File: src/rtl/spi_pkg.sv
// Shared definitions for the SPI slave memory block.
//   spi_slv_state_e   : frame-level FSM states
//   CMD_RW_BIT        : bit of the command byte that selects write (1) / read (0)
//   SPI_BITS_PER_BYTE : bits per serial byte
package spi_pkg;

  typedef enum logic [1:0] {
    IDLE = 2'd0,
    CMD  = 2'd1,
    WR   = 2'd2,
    RD   = 2'd3
  } spi_slv_state_e;

  localparam int unsigned CMD_RW_BIT        = 7;
  localparam int unsigned SPI_BITS_PER_BYTE = 8;

endpackage

File: src/rtl/spi_edge_sync.sv
// Synchronizer plus edge detector for one asynchronous SPI pin.
//   clk_i    : system clock
//   areset_i : asynchronous active-high reset
//   d_i      : asynchronous input pin
//   rise_o   : one-cycle pulse on a synchronized 0->1 transition
//   fall_o   : one-cycle pulse on a synchronized 1->0 transition
module spi_edge_sync #(
  parameter int unsigned STAGES = 2
) (
  input  logic clk_i,
  input  logic areset_i,
  input  logic d_i,
  output logic rise_o,
  output logic fall_o
);

  logic [STAGES-1:0] sync_q;
  logic [STAGES-1:0] sync_d;
  logic              prev_q;
  logic              sync_s;

  always_comb begin
    sync_d    = sync_q;
    sync_d[0] = d_i;
    for (int unsigned i = 1; i < STAGES; i++) begin
      sync_d[i] = sync_q[i-1];
    end
  end

  always_ff @(posedge clk_i or posedge areset_i) begin
    if (areset_i) begin
      sync_q <= '0;
      prev_q <= 1'b0;
    end else begin
      sync_q <= sync_d;
      prev_q <= sync_s;
    end
  end

  assign sync_s = sync_q[STAGES-1];
  assign rise_o = sync_s & ~prev_q;
  assign fall_o = ~sync_s & prev_q;

endmodule

File: src/rtl/spi_slave_mem.sv
// SPI mode-0 slave with a small byte-wide register file.
// First byte of a frame is {rw, addr}; following bytes are written to
// (rw=1) or read from (rw=0) consecutive addresses, wrapping at DEPTH.
//   clk_i, areset_i : system clock, asynchronous active-high reset
//   sclk_i, cs_n_i, mosi_i : SPI pins from master (oversampled)
//   miso_o, miso_oe_o      : serial data to master and its output enable
//   wr_strobe_o, wr_addr_o, wr_data_o : one-cycle notification of each committed write
//   busy_o                 : frame in progress
module spi_slave_mem #(
  parameter  int unsigned DEPTH       = 16,
  parameter  int unsigned SYNC_STAGES = 2,
  localparam int unsigned AW          = $clog2(DEPTH)
) (
  input  logic          clk_i,
  input  logic          areset_i,
  input  logic          sclk_i,
  input  logic          cs_n_i,
  input  logic          mosi_i,
  output logic          miso_o,
  output logic          miso_oe_o,
  output logic          wr_strobe_o,
  output logic [AW-1:0] wr_addr_o,
  output logic [7:0]    wr_data_o,
  output logic          busy_o
);

  import spi_pkg::*;

  logic sclk_rise, sclk_fall, cs_rise, cs_fall;

  spi_edge_sync #(.STAGES(SYNC_STAGES)) u_sclk_sync (
    .clk_i    (clk_i),
    .areset_i (areset_i),
    .d_i      (sclk_i),
    .rise_o   (sclk_rise),
    .fall_o   (sclk_fall)
  );

  spi_edge_sync #(.STAGES(SYNC_STAGES)) u_cs_sync (
    .clk_i    (clk_i),
    .areset_i (areset_i),
    .d_i      (cs_n_i),
    .rise_o   (cs_rise),
    .fall_o   (cs_fall)
  );

  // Same depth as the edge detectors so mosi lines up with the detected sclk rise.
  logic [SYNC_STAGES-1:0] mosi_sync_q, mosi_sync_d;
  logic                   mosi_s;

  always_comb begin
    mosi_sync_d    = mosi_sync_q;
    mosi_sync_d[0] = mosi_i;
    for (int unsigned i = 1; i < SYNC_STAGES; i++) begin
      mosi_sync_d[i] = mosi_sync_q[i-1];
    end
  end

  assign mosi_s = mosi_sync_q[SYNC_STAGES-1];

  spi_slv_state_e state_q, state_d;
  logic [2:0]     bitcnt_q, bitcnt_d;
  logic [7:0]     rx_q, rx_d;
  logic [7:0]     tx_q, tx_d;
  logic [AW-1:0]  addr_q, addr_d;
  logic           miso_q, miso_d;
  logic           strobe_q, strobe_d;
  logic [AW-1:0]  wr_addr_q, wr_addr_d;
  logic [7:0]     wr_data_q, wr_data_d;
  logic [7:0]     mem_q [DEPTH];
  logic           mem_we;
  logic [7:0]     rx_byte;
  logic           last_bit;
  logic [AW-1:0]  addr_inc;

  assign rx_byte  = {rx_q[6:0], mosi_s};
  assign last_bit = sclk_rise && (bitcnt_q == 3'(SPI_BITS_PER_BYTE - 1));
  assign addr_inc = addr_q + AW'(1);

  always_comb begin
    state_d   = state_q;
    bitcnt_d  = bitcnt_q;
    rx_d      = rx_q;
    tx_d      = tx_q;
    addr_d    = addr_q;
    miso_d    = miso_q;
    strobe_d  = 1'b0;
    wr_addr_d = wr_addr_q;
    wr_data_d = wr_data_q;
    mem_we    = 1'b0;

    unique case (state_q)
      IDLE: begin
        miso_d = 1'b0;
        if (cs_fall) begin
          state_d  = CMD;
          bitcnt_d = '0;
        end
      end
      CMD: begin
        if (sclk_rise) begin
          rx_d     = rx_byte;
          bitcnt_d = bitcnt_q + 3'd1;
          if (last_bit) begin
            addr_d = rx_byte[AW-1:0];
            if (rx_byte[CMD_RW_BIT]) begin
              state_d = WR;
            end else begin
              state_d = RD;
              tx_d    = mem_q[rx_byte[AW-1:0]];
            end
          end
        end
      end
      WR: begin
        if (sclk_rise) begin
          rx_d     = rx_byte;
          bitcnt_d = bitcnt_q + 3'd1;
          if (last_bit) begin
            mem_we    = 1'b1;
            strobe_d  = 1'b1;
            wr_addr_d = addr_q;
            wr_data_d = rx_byte;
            addr_d    = addr_inc;
          end
        end
      end
      RD: begin
        if (sclk_rise) begin
          bitcnt_d = bitcnt_q + 3'd1;
          if (last_bit) begin
            addr_d = addr_inc;
            tx_d   = mem_q[addr_inc];
          end
        end
        // Presenting tx[7] then shifting on every fall is equivalent to
        // "MSB at first fall, shift on each later fall", including after a reload.
        if (sclk_fall) begin
          miso_d = tx_q[7];
          tx_d   = {tx_q[6:0], 1'b0};
        end
      end
      default: state_d = IDLE;
    endcase

    // Evaluated after the byte logic so a byte completing on the same clk still commits.
    if (state_q != IDLE && cs_rise) begin
      state_d = IDLE;
      miso_d  = 1'b0;
    end
  end

  always_ff @(posedge clk_i or posedge areset_i) begin
    if (areset_i) begin
      mosi_sync_q <= '0;
      state_q     <= IDLE;
      bitcnt_q    <= '0;
      rx_q        <= '0;
      tx_q        <= '0;
      addr_q      <= '0;
      miso_q      <= 1'b0;
      strobe_q    <= 1'b0;
      wr_addr_q   <= '0;
      wr_data_q   <= '0;
    end else begin
      mosi_sync_q <= mosi_sync_d;
      state_q     <= state_d;
      bitcnt_q    <= bitcnt_d;
      rx_q        <= rx_d;
      tx_q        <= tx_d;
      addr_q      <= addr_d;
      miso_q      <= miso_d;
      strobe_q    <= strobe_d;
      wr_addr_q   <= wr_addr_d;
      wr_data_q   <= wr_data_d;
    end
  end

  always_ff @(posedge clk_i or posedge areset_i) begin
    if (areset_i) begin
      for (int unsigned i = 0; i < DEPTH; i++) begin
        mem_q[i] <= '0;
      end
    end else if (mem_we) begin
      mem_q[addr_q] <= rx_byte;
    end
  end

  assign miso_o      = miso_q;
  assign miso_oe_o   = (state_q != IDLE);
  assign busy_o      = (state_q != IDLE);
  assign wr_strobe_o = strobe_q;
  assign wr_addr_o   = wr_addr_q;
  assign wr_data_o   = wr_data_q;

endmodule

File: config.mk
export PLATFORM = sky130hd
export DESIGN_NAME = spi_slave_mem
export DESIGN_NICKNAME = d
export VERILOG_FILES = /design/src/rtl/spi_pkg.sv /design/src/rtl/spi_edge_sync.sv /design/src/rtl/spi_slave_mem.sv
export SDC_FILE = /design/constraint.sdc
export NUM_CORES = 1
export LEC_CHECK = 0
export BUFFER_PORTS_ARGS = -buffer_cell sky130_fd_sc_hd__buf_2
export CELL_PAD_IN_SITES_DETAIL_PLACEMENT = 1
export CELL_PAD_IN_SITES_GLOBAL_PLACEMENT = 1
export CORE_AREA = 2 2 140 196
export CTS_CLUSTER_DIAMETER = 40
export CTS_CLUSTER_SIZE = 25
export DETAILED_ROUTE_END_ITERATION = 8
export DIE_AREA = 0 0 142 198
export PLACE_DENSITY_LB_ADDON = 0.1
export SLEW_MARGIN = 20
export SYNTH_ARGS = -nofsm -noshare
export SYNTH_HDL_FRONTEND = slang
export SYNTH_SLANG_ARGS = --single-unit
File: constraint.sdc
create_clock -name clk_i -period 7.5 [get_ports clk_i]
set_input_delay 0.75 -clock clk_i [delete_from_list [all_inputs] [get_ports clk_i]]
set_output_delay 0.75 -clock clk_i [all_outputs]
set_load 0.02 [all_outputs]
* Word level (Yosys, flattened, before mapping)
Index checks and enable logic that the tools add are counted.
** Word-level totals
- Flip-flop bits (word level) :: 174
- Output and inout bits :: 16
- Logic and storage cells :: 119
** Cells by class
- $add $sub $neg :: 2
- $lt $le $gt $ge :: 4
- Eq/ne operators :: 17
- Mux-type cells :: 36
- Bitwise operators :: 11
- Reduce and logical (&&, ||, !) cells :: 19
** Operators by type and width (count)
- $bwmux 128 :: 1
- $mux 8 :: 11
- $bmux 8 s4 :: 2
- $demux 8 s4 :: 1
- $ne 3x3->1 const B :: 6
- $mux 4 :: 4
- $pmux 8 s2 :: 1
- $ge 5x5->1 const B :: 3
- $not 4->5 :: 3
- $mux 2 :: 4
- $ne 2x2->1 const B :: 4
- $pmux 4 s2 :: 1
- $mux 1 :: 6
- $mux 3 :: 2
- $ne 2x1->1 const B :: 3
- $pmux 3 s2 :: 1
- $reduce_and 2->1 :: 3
- $reduce_and 6->1 :: 1
- $reduce_bool 2->1 :: 3
- $reduce_bool 3->1 :: 2
- $lt 5x1->1 const B :: 1
- $reduce_and 5->1 :: 1
- $add 4x1->4 const B :: 1
- $and 1x1->1 :: 4
- 13 further kinds :: 20

* Depth between registers and ports, before layout
- Depth after elaboration :: 9
- Depth in mapped cells :: 11

* Cells and area by module
Synthesis repeated with hierarchy kept, for this count alone.
** Unflattened totals
- Cells, all modules :: 641
- Area, all modules :: 9039.9 um^2
** Modules (own cells, without submodules)
- spi_slave_mem :: instances 1, cells each 629, area an instance 8852.2 um^2, sequential area each 4204.0 um^2
- spi_edge_sync :: instances 2, cells each 6, area an instance 93.8 um^2, sequential area each 75.1 um^2

* Least setup slack after synthesis
OpenSTA, ideal clock, no wires.
- Kind :: flip-flop to flip-flop
- Start point :: reg addr_q[0]
- End point :: reg tx_q[1]
- Library setup time :: 126 ps
- Arrival :: 2456 ps
- Required time :: 7374 ps
- Setup slack :: 4918 ps
- Stages on the path, launching flop included :: 11
- Path buffers :: 4
- Period minus slack after synthesis :: 2582 ps
- Cells stage by stage :: dfrtp_1 -> buf_6 -> buf_2 -> inv_1 -> ha_1 -> clkbuf_1 -> clkbuf_1 -> mux4_1 -> mux2i_1 -> o22ai_1 -> o32a_1
** Between the ends
- Longest elaborated chain between the ends :: 9
** Ends and longest elaborated chain
- from (decl) :: RTL line spi_slave_mem.sv:65 : logic [AW-1:0] addr_q, addr_d;
- from (signal assigned) :: RTL line spi_slave_mem.sv:171 : addr_q <= addr_d;
- $add 4x1->4 :: RTL line spi_slave_mem.sv:78 : assign addr_inc = addr_q + AW'(1);
- $not 4->5 (implied by the code) :: RTL line spi_slave_mem.sv:133 : tx_d = mem_q[addr_inc];
- $bmux 8 s4 :: RTL line spi_slave_mem.sv:133
- $mux 8 (implied by the code) (2 in series) :: RTL line spi_slave_mem.sv:133
- $mux 8 :: RTL line spi_slave_mem.sv:131 : if (last_bit) begin
- $mux 8 :: RTL line spi_slave_mem.sv:129 : if (sclk_rise) begin
- $mux 8 :: RTL line spi_slave_mem.sv:138 : if (sclk_fall) begin
- $pmux 8 s2 :: RTL line spi_slave_mem.sv:92 : unique case (state_q)
- to (signal assigned) :: RTL line spi_slave_mem.sv:170 : tx_q <= tx_d;
- to (decl) :: RTL line spi_slave_mem.sv:64 : logic [7:0] tx_q, tx_d;
Every way passes these cells. The select of a mux whose other input is x is not followed.
A chain may end at the register's enable or synchronous reset.

* Final worst setup path
- Start point :: reg addr_q[0]
- End point :: reg tx_q[0]
Same word-level chain as after synthesis.

==> impl_metrics.csv <==
group,metric,value,unit
logic_synthesis,yosysWarnings,0,
timing,min_period,3.125,ns
placement,place_area,9349,µm²
logic_synthesis,synth_top_area_cell,"dfrtp_1",
setup_path,crit_path_end_kind,"register",
floorplan,row_count,71,
clocking,cts_buffer_depth,2,
setup_path,cp_num_buf_inv,3,
global_route,grt_pass1_wl,39.96,mm
power,p_int,1816,µW
drt,drtAntennaViolNets,0,
power,leakage,0.004623,µW
drt,drc_errors,0,
floorplan,core,26560,µm²
clocking,clk_pin_slew_worst_paths,0.07,ns
cells_and_area,final_nets,676,
timing,final.period_utilization,41.67,%
floorplan,fp.dieH,198,µm
logic_synthesis,ys_seq_area_share,47.91,%
floorplan,io_pins,21,
clocking,cts_sinks,174,
power,pwr-share-clk,35.7,%
logic_synthesis,synth_edf_count,0,
drt,drt_iter0_drc,287,
placement,hpwlAfterDp,16.82,mm
clocking,hold_buffers,0,
logic_synthesis,netlist_area,9087,µm²
timing,rsz0062_at_grt,"no",
placement,place.gp.congestion,0.7504,
power,switching_share,33.26,%
cells_and_area,areaGrowthSynthToFinish,10.01,%
power,p_per_area,272.1,nW/µm²
drt,dr.pass1.iters,4,
clocking,cts_tree,"built",
logic_synthesis,dominantRegCellSynth,"dfrtp_1",
setup_path,path_cells,"buf_4 > inv_1 > ha_1 > buf_4 > mux4_1 > mux4_2 > nand2_1 > a31oi_1",
clocking,htree_num_levels,4,
logic_synthesis,avgSynthCellArea,13.67,µm²
power,peakVddDrop,0.0001480,V
setup_path,slowest_stage,"buf_4",
cells_and_area,drive_gt1_share,35.92,%
hold_path,holdCritPathClass,"register to register",
floorplan,fp.dieW,142,µm
logic_synthesis,synthCells,665,
clocking,ctsRootBufferMaster,"clkbuf_16",
power,sequentialPowerShare,40.5,%
setup_path,crit_path_start_kind,"register",
logic_synthesis,ys_seq_elements,174,
drt,avgViaCountPerCell,5.553,
clocking,cts_buffers,17,
clocking,post_cts_buffers,0,
cells_and_area,antenna_cells,0,
setup_path,path_common_cell,"buf_4",
timing,relSlewSlack,34.68,%
power,power.net_switching,904.8,µW
setup_path,crit_arrival,3.42,ns
power,pwr-share-comb,23.8,%
drt,vias,5547,
placement,portBuffers,20,
logic_synthesis,synth_top_area_share,47.91,%
timing,fin_worst_skew,0.006777,ns
global_route,grt_max_degree,100,
timing,setup_viol,0,
global_route,antenna_found_initial,0,
drt,wl_per_cell,25.73,µm
clocking,cts_resized,0,
timing,slew_violations,0,
setup_path,max_stage_delay,0.58,ns
timing,holdWs,0.3511,ns
timing,hold_viol,0,
global_route,grt_pass1_vias,6245,
logic_synthesis,synth_fp_nets,683,
outcome,status,"complete, no violations",
logic_synthesis,yosysUniqueCellTypes,47,
setup_path,criticalPathCategory,"register to register",
setup_path,path_max_fanout,38,
logic_synthesis,synthTopCellsByArea,"dfrtp_1 (48%), mux2_2 (17%), mux4_2 (8.2%)",
global_route,overflow,0,
setup_path,crit_family,"buffers and inverters",
clocking,clock_latency,0.44,ns
floorplan,die-area,28120,µm²
run,drv_cap,0,
logic_synthesis,synth_async_sr_flop_share,100.0,%
floorplan,start_util,34.21,%
drt,wl,25.71,mm
timing,tns,0,ns
global_route,grt_use_total,19.39,%
cells_and_area,design_area,9997,µm²
setup_path,required,7.80,ns
timing,fmax,320.0,MHz
timing,worstMarginPinSlew,0.9799,ns
==> layout make-up <==
type | count | area [µm²]
clock buffer | 23 | 488.0
clock inverter | 9 | 156.4
fill | 2751 | 16560
inverter | 14 | 57.56
multi-input combinational | 423 | 4363
sequential | 174 | 4358
tap | 328 | 410.4
timing repair buffer | 28 | 163.9
==> power by group through the flow <==
| stage | clock network [µW] | registers, µW | logic, µW |
|---|---|---|---|
| 2_1_floorplan | 0 | 1050 | 515 |
| 3_5_place_dp | 0 | 1120 | 663 |
| 4_1_cts | 999 | 1100 | 665 |
| 3_3_place_gp | 0 | 1120 | 657 |
| 5_1_grt | 1040 | 1110 | 710 |
| 6_report | 971 | 1100 | 648 |
==> flip-flops by register name, summed over array words and instances (netlist names) <==
signal,cells
wr_addr_o,4
u_sclk_sync.sync_q,2
tx_q,8
mem_q,128
u_sclk_sync.prev_q,1
addr_q,4
rx_q,7
mosi_sync_q,2
wr_strobe_o,1
state_q,2
u_cs_sync.sync_q,2
wr_data_o,8
bitcnt_q,3
miso_o,1
u_cs_sync.prev_q,1
==> layout by cell type, fill, tap and decap left out, drive strengths merged, types with 4 or more instances in the layout <==
master and count:
bufinv 4, ha 13, and2 9, buf 28, o22a 4, mux2i 17
o22ai 10, inv 14, nor2 10, nand2 75, dfrtp 174, mux2 138
nand4 7, a21oi 5, a22oi 4, o21ai 26, nor2b 8, nand3 8
mux4 59, clkbuf 23
==> path summary, 6_finish.rpt <==
path / slack, ns / from / endpoint / depth (start not counted)
min: 0.35 / mosi_sync_q[0] / mosi_sync_q[1] / 0
max: 4.37 / addr_q[0] / tx_q[0] / 8
min in group asynchronous: 0.47 / areset_i / mem_q[7] / 2
max reg2reg: 4.37 / addr_q[0] / tx_q[0] / 8
min reg2reg: 0.35 / mosi_sync_q[0] / mosi_sync_q[1] / 0
max in group asynchronous: 5.66 / areset_i / rx_q[0] / 3
==> cell families after synthesis <==
kind of cell             Yosys count  synth area share, %
AO/OA/AOI/OAI                     62                4.365
XOR/XNOR                           3               0.3718
adder cells (fa/ha/maj)           13                1.790
buffers and inverters             68                4.075
flip-flops                       174                47.91
multiplexers                     214                34.67
AND/OR/NAND/NOR                  131                6.815
==> synth_stat cells (all sizes together) (4+ instances only) <==
cell type  number
dfrtp         174
mux2          138
nand2          75
mux4           59
buf            32
o21ai          26
clkbuf         22
mux2i          17
inv            14
ha             13
nor2           10
o22ai          10
and2            9
nand3           8
nor2b           8
nand4           7
a21oi           5
a22oi           4
o22a            4
==> routing by layer <==
metal / GRT usage (%) / wire length [µm] / up-vias
met2: 34.50 / 13620 / 62
met5: 0 / 0 / -
li1: - / - / 2452
met3: 2.733 / 491 / 30
met4: 5.963 / 491 / 0
met1: 24.31 / 11100 / 3003
==> metrics by stage <==
stage | std cells | power, µW | util [%] | worst slack (ns)
after floorplan | 665 | 1562 | - | 2.033
after global placement | 967 | 1775 | 35.20 | 4.361
after detailed placement | 967 | 1784 | 35.20 | 4.377
after CTS | 999 | 2767 | 37.62 | 4.364
after global routing | 999 | 2857 | 37.64 | 4.250
final | 999 | 2721 | 37.64 | 4.375
No activity file was read; power rests on OpenSTA's default activity.
